$ cat src/rtl/inst_fetch_bridge.sv
// inst_fetch_bridge: one-line instruction buffer that serves hits combinationally and refills by burst on a miss
module inst_fetch_bridge #(
  parameter int LINE_WORDS = 4
) (
  input  logic        clk,
  input  logic        rst,
  input  logic [31:0] pc,
  input  logic        ce,
  input  logic        flush,
  output logic [31:0] inst,
  output logic        inst_valid,
  output logic        stall_req,
  output logic        fetch_err,
  output logic        mem_req,
  output logic [31:0] mem_addr,
  input  logic        mem_ack,
  input  logic [31:0] mem_rdata
);
  localparam int OFF = $clog2(LINE_WORDS);
  localparam int TW = 30 - OFF;
  localparam logic [OFF-1:0] LAST = OFF'(LINE_WORDS - 1);
  typedef enum logic {IDLE, FILL} state_t;
  state_t state;
  logic [TW-1:0] tag, pend_tag, pc_tag;
  logic [OFF-1:0] beat, pc_word;
  logic line_valid, drop, aligned, hit;
  logic [31:0] line_buf [LINE_WORDS];
  // Address split and hit/stall decode; the buffer is never read while a refill is in flight
  always_comb begin
    pc_tag = pc[31:OFF+2];
    pc_word = pc[OFF+1:2];
    aligned = pc[1:0] == 2'b00;
    hit = line_valid && tag == pc_tag && state == IDLE;
    inst_valid = ce && aligned && hit;
    stall_req = ce && aligned && !hit;
    inst = inst_valid ? line_buf[pc_word] : 32'd0;
  end
  // Refill FSM: start a burst on an aligned miss, capture beats in ack order, validate the line at the last beat
  always_ff @(posedge clk or negedge rst) begin
    if (!rst) begin
      state <= IDLE;
      tag <= '0;
      pend_tag <= '0;
      line_valid <= 1'b0;
      beat <= '0;
      drop <= 1'b0;
      mem_req <= 1'b0;
      mem_addr <= '0;
      fetch_err <= 1'b0;
      for (int i = 0; i < LINE_WORDS; i++) line_buf[i] <= '0;
    end else begin
      fetch_err <= ce && !aligned;
      if (state == IDLE) begin
        if (flush) begin
          line_valid <= 1'b0;
        end else if (ce && aligned && !hit) begin
          mem_req <= 1'b1;
          mem_addr <= {pc_tag, {(OFF+2){1'b0}}};
          beat <= '0;
          pend_tag <= pc_tag;
          line_valid <= 1'b0;
          drop <= 1'b0;
          state <= FILL;
        end
      end else begin
        if (flush) drop <= 1'b1;
        if (mem_ack) begin
          line_buf[beat] <= mem_rdata;
          beat <= beat + OFF'(1);
          mem_addr <= mem_addr + 32'd4;
          if (beat == LAST) begin
            mem_req <= 1'b0;
            state <= IDLE;
            tag <= pend_tag;
            line_valid <= !drop && !flush;
          end
        end
      end
    end
  end
endmodule

$ cat config.mk
export PLATFORM = sky130hd
export DESIGN_NAME = inst_fetch_bridge
export DESIGN_NICKNAME = d
export VERILOG_FILES = /design/src/rtl/inst_fetch_bridge.sv
export SDC_FILE = /design/constraint.sdc
export NUM_CORES = 1
export LEC_CHECK = 0
export ABC_AREA = 1
export CAP_MARGIN = 0
export CORE_MARGIN = 4
export CORE_UTILIZATION = 56
export DETAILED_ROUTE_END_ITERATION = 7
export PLACE_DENSITY = 0.82
export SYNTH_ARGS = -nofsm -noshare
export SYNTH_HDL_FRONTEND = slang
export SYNTH_SLANG_ARGS = --single-unit
$ cat constraint.sdc
create_clock -name clk -period 2.2 [get_ports clk]
set_clock_uncertainty 0.2 [all_clocks]
set_input_delay 0.44 -clock clk [delete_from_list [all_inputs] [get_ports clk]]
set_output_delay 0.44 -clock clk [all_outputs]
set_load 0.02 [all_outputs]
==> summary.txt <==
Outcome
  • Status: finished, violations left
  • Failing checks: negative setup slack

STA
  • Fin. max-slew vios: 0
  • Fin crit share: 139.7%
  • Tightest Pin Transition: between 0.5 and 0.6 ns
  • Hold slack: 0.1745 ns
  • Peak Freq: 325.4 MHz
  • Final setup vio count: 97
  • Final hold vios: 0
  • Worst setup margin: -0.8732 ns
  • Normalized max-slew margin: 60.94%
  • RSZ-0062 raised after global routing: true
  • Tmin final: about 3.1 ns

Floorplanning
  • Die ar.: 21670 sq um
  • Row count: 50
  • Chip height: 147.2 um
  • Die Width: about 150 um
  • Initial Util: around 57%
  • Num ports: roughly 140
  • Core Footprint: roughly 19000 sq um

Drt
  • Metal3 WL: about 3800 um
  • DRC viols: 0
  • Metal1 wirelength: approximately 14000 um
  • Avg WL per Cell: between 15 and 20 um
  • Via count: approximately 11000
  • Remaining antenna violation count after routing: 0
  • Top Metal Used: met4
  • Drt total wl: roughly 36000 um
  • Vias per inst: approximately 5.7
  • 1st-iter DRT viols: 1363
  • Pre-antenna DRT Iters: 6
  • Routed length on met2: between 15000 and 20000 um

Logic synthesis
  • Share of the synthesized area in the top cell type: ~51%
  • Post-synth top cells: nand2_1, o21ai_0, dfrtp_1
  • Yosys reg bits: 221
  • Ys async rst share: 100.0%
  • Cell accounting for the most synthesized area: dfrtp_1
  • Ys flop type: dfrtp_1
  • Mapped Cells: approximately 1500
  • Synth warn: 0
  • Mapped Area: 10850 sq um
  • Synth area leaders: dfrtp_1, nand2_1, o21ai_0, nor2_1, inv_1
  • Sequential share of the synthesized area: between 50% and 60%
  • Most common cell in the netlist: nand2_1
  • Post-synth EDFFs: 0
  • Post-synthesis average cell area: around 7.5 sq um
  • Synth cell types: 29

GRT
  • Overflow after GRT: 0
  • Vias in the first global route: 10053
  • Largest net degree at the start of global routing: 65
  • First-pass GRT wire length: around 51000 um
  • Initial antenna violation count: 0
  • Total GRT Usage: 28.75%

Clock network
  • Num CTS Buffers: 23
  • Htree depth: 1
  • CTS clk-pin slew, worst paths: ~0.060 ns
  • Worst-Skew Late Latency: slightly above 0.5 ns
  • CTS tree: done
  • Clk buf depth: 3
  • Clk sink count: about 220
  • Root Driver: clkbuf_16

Critical path
  • CP Class: in2out
  • Crit path to: inst[31]
  • Critical Path End Type: output pin
  • CP Data Required Time: ~1.6 ns
  • Max stage delay on crit path: between 0.4 and 0.5 ns
  • Most used cell, CP: nand2_1
  • Critical path startpoint category: input port
  • Worst reg2reg startpoint: tag[26]
  • CP max stage cell: clkdlybuf4s50_1
  • Reg-to-Reg End: line_valid
  • Crit-path max FO: 8
  • R2R Setup Slk: -0.52 ns
  • Reg2Reg Depth: 20
  • Ordered cell list for the critical path: clkdlybuf4s50_1 -> inv_1 -> nand2_1 -> nand2_1 -> nor2_1 -> nand3_1 -> nor2_4 -> nand3_4 -> clkbuf_16 -> a21oi_2 -> buf_4
  • Crit path arrival time: approximately 2.4 ns
  • Critical path launch point: pc[6]

Power
  • Tot Pwr: around 17 mW
  • Worst IR Drop VDD: between 0.7 and 0.8 mV
  • Pleak: approximately 7.3 nW
  • PD cells: roughly 1100 nW/um^2

Place
  • # port buffers: 134
  • Hpwl dp: between 20000 and 25000 um
  • Dpl cells: approximately 1800
  • Dpl cell area: approximately 13000 sq um
  • RD Place Congestion: 0.9418

Layout
  • Finished Core Util: approximately four fifths
  • Final instance area: 14780 sq um
  • Filler cell count: approximately 1200
  • Fin nets: around 1700
  • Share of cells above drive strength 1: approximately 16%
  • Filler-free cell count of the finished design: between 1500 and 2000
  • Area growth syn-to-layout: 36.14%
  • Antenna cells: 0

Min path
  • Worst Hold Class: in2reg

Job
  • Maxcap violations: 0
## per-stage QoR
stage	setup TNS [ns]	setup WS, ns
2_1_floorplan	-2.950	-0.1019
3_3_place_gp	-67.87	-1.066
3_5_place_dp	-74.64	-1.189
4_1_cts	-20.94	-0.6559
5_1_grt	-43.57	-0.9540
6_report	-38.66	-0.8732
## state kept, by name, indices dropped and copies added (netlist names), 2 cells and up
register and count:
pend_tag 28, line_buf 128, beat 2, mem_addr 30
tag 28
## metal layers
layer | track usage [%] | vias up
met5 | 0 | -
met4 | 8.201 | 0
met3 | 5.460 | 152
met2 | 46.94 | 680
met1 | 39.65 | 5199
li1 | - | 5021
## logic make-up after synthesis
| logic type | synth area share, % |
|---|---|
| adder cells (fa/ha/maj) | 0.5764 |
| XOR/XNOR | 1.291 |
| AO/OA/AOI/OAI | 13.78 |
| other | 0.03455 |
| buffers and inverters | 7.239 |
| AND/OR/NAND/NOR | 26.13 |
| flip-flops | 50.95 |
## what timing repair did
item | 4_1_cts | 5_1_grt
pin swaps | 3 | 8
buffers inserted | 23 | 11
gates resized for setup | 260 | 98
endpoints found under the hold margin | 44 | 0
hold buffers | 1 | 0
cloned | 2 | 18
endpoints found under the setup margin | 123 | 99
## how the worst min path moves through the flow
stage                               to    from  depth (start not counted)  slack (ns)
after floorplan                beat[0]     rst                          0       -0.06
after global placement     line_buf[9]     rst                          1        0.18
after detailed placement   line_buf[6]     rst                          1        0.18
after CTS                 pend_tag[14]  pc[18]                          3        0.20
after global routing      pend_tag[14]  pc[18]                          3        0.20
final                     pend_tag[14]  pc[18]                          3        0.17
## critical path, delay by kind of cell
kind                   cells  cell delay [ns]
buffers and inverters      4             0.98
AO/OA/AOI/OAI              1             0.14
AND/OR/NAND/NOR            6             0.86
## final cells by class
cell class / count / area [sq um] / area share, %
clock buffer: 33 / 673.1 / 4.555
clock inverter: 8 / 43.79 / 0.2964
inverter: 120 / 450.4 / 3.048
multi-input combinational: 1035 / 4956 / 33.54
sequential: 221 / 5532 / 37.43
tap: 260 / 325.3 / 2.202
timing repair buffer: 258 / 2796 / 18.92
## placed cells by master (no fill, tap or decap), types with 4 or more instances in the layout
cell	Yosys	layout
nand2_1	446	434
o21ai_0	256	246
dfrtp_1	221	220
nor2_1	174	169
inv_1	118	112
buf_4	9	80
nand3_1	57	56
clkdlybuf4s50_1	0	53
dlygate4sd2_1	0	42
buf_6	1	41
clkbuf_16	0	33
a21oi_4	0	22
buf_12	0	22
o21ai_1	7	15
nand2_2	1	12
xnor2_1	11	10
a21oi_2	0	10
nor3_1	10	9
nand4_1	9	9
inv_2	1	7
or2_2	7	7
clkinv_2	0	7
nand3b_1	6	6
clkbuf_8	0	6
xor2_1	5	5
ha_1	5	5
clkbuf_1	58	4
## report_power, final
part           internal, mW  switching (mW)  total, mW
Sequential             5.89            1.32       7.20
Combinational          2.23            3.45       5.68
Clock                  2.12            1.62       3.75
Total                  10.2            6.39       16.6
Power figures use the tool's default switching activity.
